<file path="config.mk">
export PLATFORM = sky130hd
export DESIGN_NAME = instruction_fetch_unit_flat
export DESIGN_NICKNAME = d
export VERILOG_FILES = /design/src/rtl/instruction_fetch_unit_pkg.sv /design/src/rtl/instruction_fetch_unit_if.sv /design/src/rtl/instruction_fetch_unit_fetch_buffer.sv /design/src/rtl/instruction_fetch_unit.sv /design/src/flat_wrapper.sv
export SDC_FILE = /design/constraint.sdc
export NUM_CORES = 1
export LEC_CHECK = 0
export BUFFER_PORTS_ARGS = -buffer_cell sky130_fd_sc_hd__buf_4
export CAP_MARGIN = 20
export CELL_PAD_IN_SITES_DETAIL_PLACEMENT = 1
export CELL_PAD_IN_SITES_GLOBAL_PLACEMENT = 2
export CORE_MARGIN = 3
export CORE_UTILIZATION = 32
export DETAILED_ROUTE_END_ITERATION = 7
export PLACE_DENSITY = 0.95
export SYNTH_ARGS = -nofsm -noshare
export SYNTH_HDL_FRONTEND = slang
export SYNTH_SLANG_ARGS = --single-unit
</file>
<file path="constraint.sdc">
create_clock -name CLK -period 7.29 [get_ports CLK]
set_clock_uncertainty 0.15 [all_clocks]
set_input_delay 1.8225 -clock CLK [delete_from_list [all_inputs] [get_ports CLK]]
set_output_delay 1.8225 -clock CLK [all_outputs]
set_load 0.01 [all_outputs]
</file>
<file path="src/rtl/instruction_fetch_unit_pkg.sv">
// rv32_fetch_pkg: shared types and constants for the RV32 instruction fetch unit.
package rv32_fetch_pkg;

  typedef logic [31:0] word_t;

  typedef enum logic [1:0] {
    IDLE = 2'd0,
    REQ  = 2'd1,
    HOLD = 2'd2
  } fetch_state_t;

  // ADDI x0,x0,0
  localparam word_t NOP_INSTR_DEFAULT = 32'h0000_0013;

  // Sequential word address, wraps modulo 2^32.
  function automatic word_t pc_next(input word_t pc);
    return pc + 32'd4;
  endfunction

endpackage

</file>
<file path="src/rtl/instruction_fetch_unit_if.sv">
// instruction_fetch_unit_if: instruction memory request/response bus.
interface instruction_fetch_unit_if;
  import rv32_fetch_pkg::*;

  word_t IMEM_ADDR;
  logic  IMEM_READ;
  word_t IMEM_READDATA;
  logic  IMEM_BUSY;

  modport master (output IMEM_ADDR, output IMEM_READ,
                  input  IMEM_READDATA, input IMEM_BUSY);
  modport slave  (input  IMEM_ADDR, input IMEM_READ,
                  output IMEM_READDATA, output IMEM_BUSY);
endinterface

</file>
<file path="src/rtl/instruction_fetch_unit_fetch_buffer.sv">
// fetch_buffer: one-entry holding register for a word fetched while the
// downstream stage was stalled.
module fetch_buffer
  import rv32_fetch_pkg::*;
(
  input  logic  CLK,
  input  logic  RESET,
  input  logic  load,
  input  logic  clear,
  input  word_t d_instr,
  input  word_t d_pc,
  output logic  q_valid,
  output word_t q_instr,
  output word_t q_pc
);

  // Capture on load, drop on clear (clear wins).
  always_ff @(posedge CLK or posedge RESET) begin
    if (RESET) begin
      q_valid <= 1'b0;
      q_instr <= '0;
      q_pc    <= '0;
    end else if (clear) begin
      q_valid <= 1'b0;
    end else if (load) begin
      q_valid <= 1'b1;
      q_instr <= d_instr;
      q_pc    <= d_pc;
    end
  end

endmodule

</file>
<file path="src/rtl/instruction_fetch_unit.sv">
// instruction_fetch_unit: RV32 IF stage, one instruction per cycle with
// branch redirect, memory wait-state and downstream stall handling.
// Optional feature: define INSTR_BUFFER_EN to keep a word returned during a
// stall in a one-entry buffer instead of refetching it.
module instruction_fetch_unit
  import rv32_fetch_pkg::*;
#(
  parameter word_t RESET_PC  = 32'h0000_0000,
  parameter word_t NOP_INSTR = NOP_INSTR_DEFAULT
)(
  input  logic                            CLK,
  input  logic                            RESET,
  input  logic                            STALL,
  input  logic                            BRANCH_TAKEN,
  input  word_t                           BRANCH_TARGET,
  instruction_fetch_unit_if.master        imem,
  output word_t                           INSTRUCTION,
  output word_t                           PC,
  output word_t                           PC_PLUS_4,
  output logic                            FETCH_VALID
);

  fetch_state_t state, state_n;
  word_t        fetch_pc, fetch_pc_n;
  word_t        instr_n, pc_n, pc4_n;
  logic         valid_n;
  logic         armed;
  logic [1:0]   unused_tgt_bits;

  assign unused_tgt_bits = BRANCH_TARGET[1:0];

`ifdef INSTR_BUFFER_EN
  logic  buf_load, buf_clear, buf_valid;
  word_t buf_instr, buf_pc;

  fetch_buffer u_buf (
    .CLK     (CLK),
    .RESET   (RESET),
    .load    (buf_load),
    .clear   (buf_clear),
    .d_instr (imem.IMEM_READDATA),
    .d_pc    (fetch_pc),
    .q_valid (buf_valid),
    .q_instr (buf_instr),
    .q_pc    (buf_pc)
  );
`endif

  assign imem.IMEM_ADDR = fetch_pc;
  assign imem.IMEM_READ = (state == REQ);

  // Reset release stage: the first edge after RESET drops leaves the FSM in
  // IDLE, so the first valid instruction lands on the third edge.
  always_ff @(posedge CLK or posedge RESET) begin
    if (RESET) armed <= 1'b0;
    else       armed <= 1'b1;
  end

  // State, fetch PC and registered fetch outputs.
  always_ff @(posedge CLK or posedge RESET) begin
    if (RESET) begin
      state       <= IDLE;
      fetch_pc    <= {RESET_PC[31:2], 2'b00};
      INSTRUCTION <= NOP_INSTR;
      PC          <= '0;
      PC_PLUS_4   <= '0;
      FETCH_VALID <= 1'b0;
    end else begin
      state       <= state_n;
      fetch_pc    <= fetch_pc_n;
      INSTRUCTION <= instr_n;
      PC          <= pc_n;
      PC_PLUS_4   <= pc4_n;
      FETCH_VALID <= valid_n;
    end
  end

  // Next state and next output values; priority branch > stall > busy.
  always_comb begin
    state_n    = state;
    fetch_pc_n = fetch_pc;
    instr_n    = INSTRUCTION;
    pc_n       = PC;
    pc4_n      = PC_PLUS_4;
    valid_n    = FETCH_VALID;
`ifdef INSTR_BUFFER_EN
    buf_load   = 1'b0;
    buf_clear  = 1'b0;
`endif
    if (BRANCH_TAKEN) begin
      state_n    = REQ;
      fetch_pc_n = {BRANCH_TARGET[31:2], 2'b00};
      instr_n    = NOP_INSTR;
      valid_n    = 1'b0;
`ifdef INSTR_BUFFER_EN
      buf_clear  = 1'b1;
`endif
    end else begin
      unique case (state)
        IDLE: if (armed) state_n = REQ;
        REQ: begin
          if (STALL) begin
`ifdef INSTR_BUFFER_EN
            if (!imem.IMEM_BUSY) begin
              buf_load   = 1'b1;
              fetch_pc_n = pc_next(fetch_pc);
              state_n    = HOLD;
            end
`endif
          end else if (imem.IMEM_BUSY) begin
            instr_n = NOP_INSTR;
            valid_n = 1'b0;
          end else begin
            instr_n    = imem.IMEM_READDATA;
            pc_n       = fetch_pc;
            pc4_n      = pc_next(fetch_pc);
            valid_n    = 1'b1;
            fetch_pc_n = pc_next(fetch_pc);
          end
        end
        HOLD: begin
`ifdef INSTR_BUFFER_EN
          if (!STALL && buf_valid) begin
            instr_n   = buf_instr;
            pc_n      = buf_pc;
            pc4_n     = pc_next(buf_pc);
            valid_n   = 1'b1;
            buf_clear = 1'b1;
            state_n   = REQ;
          end
`else
          state_n = REQ;
`endif
        end
        default: state_n = IDLE;
      endcase
    end
  end

endmodule
</file>
<file path="src/flat_wrapper.sv">
// flat-port wrapper written by rule: the top's interface ports become plain ports
module instruction_fetch_unit_flat import rv32_fetch_pkg::*;
#(
  parameter word_t RESET_PC  = 32'h0000_0000,
  parameter word_t NOP_INSTR = NOP_INSTR_DEFAULT
)
  (CLK, RESET, STALL, BRANCH_TAKEN, BRANCH_TARGET, INSTRUCTION, PC, PC_PLUS_4, FETCH_VALID, imem_IMEM_ADDR, imem_IMEM_READ, imem_IMEM_READDATA, imem_IMEM_BUSY);
  instruction_fetch_unit_if imem_i ();
  input  logic CLK;
  input  logic RESET;
  input  logic STALL;
  input  logic BRANCH_TAKEN;
  input  word_t BRANCH_TARGET;
  output word_t INSTRUCTION;
  output word_t PC;
  output word_t PC_PLUS_4;
  output logic FETCH_VALID;
  output wire logic [$bits(imem_i.IMEM_ADDR)-1:0] imem_IMEM_ADDR;
  output wire logic [$bits(imem_i.IMEM_READ)-1:0] imem_IMEM_READ;
  input wire logic [$bits(imem_i.IMEM_READDATA)-1:0] imem_IMEM_READDATA;
  input wire logic [$bits(imem_i.IMEM_BUSY)-1:0] imem_IMEM_BUSY;
  assign imem_IMEM_ADDR = imem_i.IMEM_ADDR;
  assign imem_IMEM_READ = imem_i.IMEM_READ;
  assign imem_i.IMEM_READDATA = imem_IMEM_READDATA;
  assign imem_i.IMEM_BUSY = imem_IMEM_BUSY;
  instruction_fetch_unit #(.RESET_PC(RESET_PC), .NOP_INSTR(NOP_INSTR)) u_core (.CLK(CLK), .RESET(RESET), .STALL(STALL), .BRANCH_TAKEN(BRANCH_TAKEN), .BRANCH_TARGET(BRANCH_TARGET), .imem(imem_i), .INSTRUCTION(INSTRUCTION), .PC(PC), .PC_PLUS_4(PC_PLUS_4), .FETCH_VALID(FETCH_VALID));
endmodule
</file>
=== After elaboration in Yosys (flattened, before gate mapping) ===
Cells that the tools add are included.

* Add/subtract/negate cells: 1
* Equality and inequality tests: 6
* Muxes and demuxes: 15
* Bitwise operators: 3
* Reduce and logical (&&, ||, !) cells: 6

{| class="wikitable"
|+ Operators by type and width
! operator !! count
|-
| two-way mux 32 bit || 8
|-
| adder 32 x 3 -> 32 bit, second input constant || 1
|-
| case mux 2 bit (3 select lines) || 1
|-
| two-way mux 1 bit || 4
|-
| two-way mux 2 bit || 2
|-
| != test 2 bit, second input constant || 2
|-
| AND reduction 2 bit || 2
|-
| AND reduction 4 bit || 1
|-
| != test 3 x 2 -> 1 bit, second input constant || 1
|-
| inverter 1 bit || 3
|-
| AND reduction 3 bit || 1
|-
| equality test 2 x 1 -> 1 bit, second input constant || 1
|-
| equality test 2 bit, second input constant || 1
|-
| logical NOT 2 bit || 1
|-
| != test 2 x 1 -> 1 bit, second input constant || 1
|-
| nonzero test 2 bit || 1
|}

* Register bits after elaboration: 132
* Output and inout bits: 130
* Logic and storage cells: 38

=== Logic depth before layout (Yosys ltp) ===
Gate-level depths: netlist of the first run.

* Depth after elaboration: 5
* Gate-level depth with buffers: 8

=== Least setup slack after synthesis of the first run ===
No wires, ideal clock.

* Path kind: input -> register
* From: in imem_IMEM_BUSY
* To: reg u_core.fetch_pc[29], in the netlist u_core.imem.IMEM_ADDR[29]
* Setup time: 0.132 ns
* Arrival: 2.932 ns
* Setup slack: 4.076 ns
* Stages on the path: 5
* Path buffers: 1
* Cell sequence: or3b_1 -> buf_4 -> nor4_1 -> xnor2_1 -> o21ai_1

* Longest elaborated chain between the ends: 2

{| class="wikitable"
|+ RTL lines
! what !! line !! RTL
|-
| start, declared || flat_wrapper.sv:21 || <nowiki>input wire logic [$bits(imem_i.IMEM_BUSY)-1:0] imem_IMEM_BUSY;</nowiki>
|-
| != test 2 bit (no line) || -- ||
|-
| AND reduction 3 bit (no line) || -- ||
|-
| end signal, assigned || instruction_fetch_unit.sv:63 || <nowiki>fetch_pc <= {RESET_PC[31:2], 2'b00};</nowiki>
|-
| end signal, assigned || instruction_fetch_unit.sv:70 || <nowiki>fetch_pc <= fetch_pc_n;</nowiki>
|-
| end, declared || instruction_fetch_unit.sv:24 || <nowiki>word_t fetch_pc, fetch_pc_n;</nowiki>
|}

Every way passes these cells.
A chain may end at the register's enable or synchronous reset.

=== Final worst setup path of the first run ===
* From: in imem_IMEM_BUSY
* To: reg u_core.PC[27]

* Longest elaborated chain between the ends: 2

{| class="wikitable"
|+ RTL lines
! what !! line !! RTL
|-
| inverter 1 bit (no line) || -- ||
|-
| AND reduction 4 bit (no line) || -- ||
|-
| end signal, assigned || instruction_fetch_unit.sv:72 || <nowiki>PC <= pc_n;</nowiki>
|-
| end, declared || instruction_fetch_unit.sv:18 || <nowiki>output word_t PC,</nowiki>
|}

Every way passes these cells.

==> results of run 1 <==
==> worst max-delay path, stage by stage <==
cell     delay, ns
buf_4         0.11
or3b_1        0.70
nor2_4        0.73
buf_4         0.47
nand2_1       0.12
nand2_1       0.08
==> sequential cells by signal, summed over array words and instances, names as in the netlist <==
signal	count
u_core.FETCH_VALID	1
u_core.INSTRUCTION	32
u_core.armed	1
u_core.imem.IMEM_ADDR	30
u_core.state	1
u_core.PC_PLUS_4	30
u_core.PC	30
==> placed cells by master (no fill, tap or decap), types with 2 or more instances in the layout <==
| cell type | Yosys | routed |
|---|---|---|
| nor4_2 | 3 | 3 |
| o21ai_1 | 27 | 27 |
| bufinv_16 | 0 | 4 |
| clkbuf_8 | 0 | 2 |
| buf_4 | 9 | 195 |
| nor4_1 | 6 | 6 |
| nor3_1 | 3 | 3 |
| nand2_1 | 168 | 168 |
| o21ai_0 | 31 | 31 |
| a22o_1 | 29 | 29 |
| nor3_2 | 8 | 8 |
| nor2_1 | 11 | 10 |
| clkinvlp_4 | 0 | 4 |
| nand3_1 | 14 | 14 |
| nand4_1 | 19 | 19 |
| xnor2_1 | 32 | 32 |
| dfrtp_1 | 122 | 122 |
| conb_1 | 2 | 7 |
| o22a_1 | 3 | 3 |
| clkbuf_1 | 28 | 2 |
| clkbuf_16 | 0 | 17 |
| and4_1 | 4 | 4 |
| dfstp_2 | 3 | 3 |
| xor2_1 | 25 | 25 |
| and3_1 | 7 | 7 |
==> worst paths after layout <==
path | start | endpoint | slack, ns | cells past startpoint
setup / recovery | imem_IMEM_BUSY | u_core.PC[27] | 3.43 | 6
hold / removal | u_core.armed | u_core.state[0] | 0.30 | 1
setup reg to reg | u_core.imem.IMEM_ADDR[2] | u_core.imem.IMEM_ADDR[24] | 4.52 | 6
hold reg to reg | u_core.armed | u_core.state[0] | 0.30 | 1
max in group asynchronous | RESET | u_core.INSTRUCTION[18] | 4.37 | 3
min in group asynchronous | RESET | u_core.INSTRUCTION[9] | 1.34 | 2
==> cells by family (layout without fill, tap and decap cells) <==
group / count (synthesis) / in the layout / synth area share
AO/OA/AOI/OAI: 92 / 92 / 0.102
adder cells (fa/ha/maj): 1 / 1 / 0.00218
buffers and inverters: 60 / 228 / 0.0506
AND/OR/NAND/NOR: 250 / 250 / 0.208
XOR/XNOR: 57 / 57 / 0.0870
multiplexers: 2 / 2 / 0.00371
flip-flops: 125 / 125 / 0.546
other: 2 / 7 / 0.00131
==> power by group through the flow <==
| stage | Sequential [mW] | Combinational [mW] | Clock [mW] |
|---|---|---|---|
| global placement | 0.866 | 0.343 | 0 |
| finish | 0.858 | 0.344 | 0.901 |
| global route | 0.873 | 0.383 | 0.951 |
| floorplan | 0.875 | 0.143 | 0 |
| CTS | 0.859 | 0.353 | 0.922 |
| detailed placement | 0.870 | 0.352 | 0 |
==> per-stage QoR <==
step	hold slack [ns]	setup slack [ns]	util	cells
floorplan	0.256	1.99	-	594
global placement	0.259	2.98	0.416	956
detailed placement	0.280	2.95	0.416	956
finish	0.296	3.43	0.452	987
global route	0.331	3.28	0.452	987
CTS	0.292	3.39	0.452	987
==> layer usage <==
metal,track usage,share of wire,routed length [um]
met2,0.298,0.50,8630
met1,0.233,0.44,7550
met4,0.0541,0.0092,158
met5,0,0,0
met3,0.0461,0.053,920
==> layout make-up <==
| class | instances | area [um2] | share of cell area |
|---|---|---|---|
| Clock buffer | 21 | 460 | 0.0585 |
| Clock inverter | 10 | 164 | 0.0208 |
| Inverter | 2 | 12.5 | 0.00159 |
| Multi-Input combinational cell | 409 | 2350 | 0.299 |
| Sequential cell | 125 | 3130 | 0.398 |
| Tap cell | 225 | 282 | 0.0358 |
| Timing Repair Buffer | 195 | 1460 | 0.186 |
==> impl_metrics.ini, run 1 <==
[yosys]
ys.flop_type = dfrtp_1
synthArstFlopShare = 1.00
synth_cell_types = 38
synth-seq-cells = 125
avgSynthCellArea_um2 = 9.74
synthTopCellsByArea = dfrtp_1 53%, nand2_1 11%, xnor2_1 4.9%, a22o_1 4.4%, xor2_1 3.8%
yosys.area.top_type = dfrtp_1
postSynthCellCount = 589
synth_top_area_frac = 0.532
synth_area_mm2 = 0.00574
synth_edf_count = 0
synthTopCellsByCount = 168 x nand2_1, 122 x dfrtp_1, 32 x xnor2_1
yosysWarnings = 0
yosysMostFrequentCell = nand2_1
synth-seq-area-share = 0.546

[clocking]
numCtsBuffers = 17
h-tree-depth = 4
holdBufCountCts = 0
cts_setup_buffers = 0
post_cts_resized = 0
tritoncts = done
root_buffer = clkbuf_16
insertion_delay_ns = 0.41
cts_max_path_buffers = 2
path_clk_slew_ns = 0.06
cts.sinks = 125

[run_status]
outcome = complete, no violations

[worst_setup_path]
end_kind = register
crit_path_start_kind = input port
crit_required_ns = 7.49
crit_arrival_ns = 4.06
worst-path-max-fanout = 31
worstSetupPathType = in2reg

[power]
p_switching_mw = 0.564
cellLeakagePower_nw = 3.73
p_int_mw = 1.54
vdd_drop_max_mv = 0.147
p_comb_frac = 0.164
sw_frac_of_total = 0.268
seqPwrFrac = 0.408
powerDensity_mw_per_mm2 = 267
p_total_mw = 2.10
clockPowerShare = 0.428

[global_routing]
grt_pass1_vias = 5173
grt_pass1_wl_mm = 28.3
grtUsageTotal = 0.180
antenna_found_initial = 0
grt_max_degree = 94
grt_overflow = 0

[die]
initial_utilization = 0.329
io_pins = 199
dieWidth_um = 140
die_h_um = 140
rows = 48
core_mm2 = 0.0174
dieArea_mm2 = 0.0196

[cells_and_area]
antennaDiodeCount = 0
fill_cells = 1979
design_area_mm2 = 0.00787
layout-drive-gt1-share = 0.324
syn_to_final_growth_pct = 37.1
nets = 820

[drt]
viasPerCell = 4.87
drtAntennaViolNets = 0
wirelength_mm = 17.3
num_vias = 4803
remaining_drc_errors = 0
post_drt_wl_per_cell_um = 17.5
detail_route.iter0.violations = 272
dr.pass1.iters = 4

[placed_design]
gp_congestion = 0.761
port_buffers = 190
hpwlAfterDp_mm = 11.8
dpl-instance-area_mm2 = 0.00724

[min_path]
hold_class = reg2reg

[sta]
max_freq_mhz = 259
period_minus_slack_ns = 3.86
max_slew_margin = 0.327
slew_viol_final = 0
finalSetupTns_ns = 0
finalSetupViolCount = 0
worst_pin_slew_ns = 1.01
finalCritPeriodShare = 0.530
rsz0062_at_grt = false
hold_violations = 0

[run]
max_cap_violations = 0
(Power assumes the default switching activity.)
==> run 2, diff against run 1 <==
--- a/config.mk
+++ b/config.mk
@@ -5,14 +5,15 @@
 export SDC_FILE = /design/constraint.sdc
 export NUM_CORES = 1
 export LEC_CHECK = 0
+export ABC_AREA = 1
 export BUFFER_PORTS_ARGS = -buffer_cell sky130_fd_sc_hd__buf_4
 export CAP_MARGIN = 20
 export CELL_PAD_IN_SITES_DETAIL_PLACEMENT = 1
 export CELL_PAD_IN_SITES_GLOBAL_PLACEMENT = 2
 export CORE_MARGIN = 3
-export CORE_UTILIZATION = 32
+export CORE_UTILIZATION = 28
 export DETAILED_ROUTE_END_ITERATION = 7
-export PLACE_DENSITY = 0.95
+export PLACE_DENSITY = 0.9
 export SYNTH_ARGS = -nofsm -noshare
 export SYNTH_HDL_FRONTEND = slang
 export SYNTH_SLANG_ARGS = --single-unit
==> constraint.sdc (replaced) <==
create_clock -name CLK -period 3.8 [get_ports CLK]
set_clock_uncertainty 0.15 [all_clocks]
set_input_delay 0.95 -clock CLK [delete_from_list [all_inputs] [get_ports CLK]]
set_output_delay 0.95 -clock CLK [all_outputs]
set_load 0.01 [all_outputs]
==> run 2 against run 1 <==
  * Register-to-register slack worse by 2.9 ns
  * Combinational power is 110% higher
  * Synthesized cell count is 9.3% higher
  * Via count is 6.6% higher
  * Clock power is 84% higher
  * Synthesized area is 2.7% lower
  * Flip-flop and latch count stayed put
  * Die area is 11% higher
  * Hold slack worse by 0.0054 ns
  * Critical path type unchanged
  * Largest cell class unchanged
==> impl_metrics.ini, run 2 <==
[global_routing]
grt_overflow = 0
grtUsageTotal = 0.181
antenna_found_initial = 0
grt_pass1_wl_mm = 30.8
grt_max_degree = 68
grt_pass1_vias = 5540

[cells_and_area]
layout_common_cells = 233 x nand2_1, 196 x buf_4, 122 x dfrtp_1, 54 x inv_1
nets = 905
layout-drive-gt1-share = 0.305
regMostFlops = u_core.INSTRUCTION
multiInputGateArea_mm2 = 0.00211
fin_cells = 1113
fill_cells = 2325
largest_reg_flops = 32
antennaDiodeCount = 0
mostFrequentLayoutCell = nand2_1
seq_area_mm2 = 0.00313
syn_to_final_growth_pct = 41.1

[placed_design]
hpwlAfterDp_mm = 13.8
placed_cells = 1081
gp_congestion = 0.768
port_buffers = 190

[yosys]
synth_xor_area_frac = 0.00314
synth_top_family_by_area = simple AND/OR/NAND/NOR gates
synth-compound-area-share = 0.104
avgSynthCellArea_um2 = 8.67
synth-simple-area-share = 0.262
ys.flop_type = dfrtp_1
synth_edf_count = 0
synth-seq-cells = 125
muxShareOfSynthArea = 0
yosysWarnings = 0
yosys.area.top_type = dfrtp_1
synth_area_mm2 = 0.00558
synth_top_area_frac = 0.547
synthTopCellsByArea = dfrtp_1 55%, nand2_1 16%, a22o_1 4.5%, nand3_1 4.4%, o21ai_0 4.3%
yosys.area_share.adder = 0.00224
synthTopCellsByCount = 233 x nand2_1, 122 x dfrtp_1, 55 x inv_1
postSynthCellCount = 644
synthArstFlopShare = 1.00
synth-seq-area-share = 0.561
yosysMostFrequentCell = nand2_1
synth_cell_types = 28

[drt]
drtAntennaViolNets = 0
post_drt_wl_per_cell_um = 17.1
viasPerCell = 4.60
num_vias = 5118
detail_route.iter0.violations = 243
dr.pass1.iters = 4
wirelength_mm = 19.1
remaining_drc_errors = 0

[run_status]
outcome = complete, no violations

[worst_setup_path]
crit_arrival_ns = 2.63
end_kind = register
crit_path_start_kind = input port
worst-path-max-fanout = 35
reg2reg_depth = 7
crit_required_ns = 4.00
worstSetupPathType = in2reg
reg2reg_setup_slack_ns = 1.62
r2r-start = u_core.state[0]
worst_r2r_endpoint = u_core.imem.IMEM_ADDR[4]

[clocking]
h-tree-depth = 4
cts_max_path_buffers = 2
numCtsBuffers = 17
root_buffer = clkbuf_16
cts.sinks = 125
post_cts_resized = 0
tritoncts = done
cts_setup_buffers = 0
path_clk_slew_ns = 0.06
insertion_delay_ns = 0.41
holdBufCountCts = 0

[min_path]
hp-start = u_core.armed
holdPathStages = 1
hold_class = reg2reg
whs_endpoint = u_core.state[0]

[sta]
finalSetupViolCount = 0
finalSetupTns_ns = 0
worst_pin_slew_ns = 0.918
hold_ws_ns = 0.291
max_freq_mhz = 411
period_minus_slack_ns = 2.43
finalCritPeriodShare = 0.640
rsz0062_at_grt = false
hold_violations = 0
slew_viol_final = 0
max_slew_margin = 0.388

[die]
dieWidth_um = 147
rows = 51
die_h_um = 147
core_mm2 = 0.0195
dieArea_mm2 = 0.0217
io_pins = 199
initial_utilization = 0.286

[power]
cellLeakagePower_nw = 4.13
seqPwrFrac = 0.405
powerDensity_mw_per_mm2 = 512
clockPowerShare = 0.413
p_int_mw = 2.84
p_switching_mw = 1.19
p_comb_frac = 0.182
sw_frac_of_total = 0.295
vdd_drop_max_mv = 0.215

[run]
max_cap_violations = 0
## run 2: cell count changes after synthesis, sizes merged, moves of 25 or more
cell,change
xor2,-25
inv,+55
xnor2,-30
nand3,+39
nand2,+71
nor2,+33
## run 2: cells by family after synthesis
group	count (synthesis)
other	2
AND/OR/NAND/NOR	338
buffers and inverters	87
AO/OA/AOI/OAI	89
flip-flops	125
adder cells (fa/ha/maj)	1
XOR/XNOR	2
## run 2: power groups by stage
stage,Sequential (mW),Clock [mW],Combinational [mW]
CTS,1.64,1.71,0.751
floorplan,1.70,0,0.262
global route,1.66,1.78,0.818
detailed placement,1.66,0,0.747
global placement,1.66,0,0.729
finish,1.63,1.66,0.732
## run 2: area by class of cell
type                            count  share of cell area
Sequential cell                   125               0.397
Multi-Input combinational cell    437               0.268
Timing Repair Buffer              197               0.189
Clock buffer                       18              0.0557
Tap cell                          265              0.0421
Inverter                           57              0.0276
Clock inverter                     14              0.0202
## run 2: worst max-delay path, stage by stage
cell and delay (ns):
buf_4 0.11, nor2_1 0.21, nand3_4 0.11, inv_2 0.46
buf_4 0.48, nand3_1 0.17, nand3_1 0.10
## run 2: worst max-delay path by stage
stage               startpoint                        to  slack, ns  cells past startpoint
finish                   STALL  u_core.imem.IMEM_ADDR[4]       1.37                      7
global route             STALL       u_core.PC_PLUS_4[4]       1.20                      7
CTS                      STALL  u_core.imem.IMEM_ADDR[4]       1.33                      7
detailed placement       STALL       u_core.PC_PLUS_4[4]       0.88                      7
global placement         STALL  u_core.imem.IMEM_ADDR[4]       0.94                      7
floorplan                RESET        u_core.FETCH_VALID       1.16                      1
## run 2: per-layer routing
metal / GRT usage / wire, um / vias to the layer above
met5: 0 / 0 / -
met4: 0.0503 / 263 / 0
met3: 0.0432 / 1270 / 19
met2: 0.298 / 9020 / 162
met1: 0.240 / 8510 / 2491
li1: - / - / 2446
## run 2: metrics by stage
step,power [mW],cell area (um2),util,setup WS (ns)
final,4.03,7880,0.403,1.37
after global routing,4.26,7880,0.403,1.20
after CTS,4.09,7880,0.403,1.33
after detailed placement,2.40,7280,0.373,0.885
after global placement,2.38,7280,0.373,0.940
after floorplan,1.97,5610,-,1.16
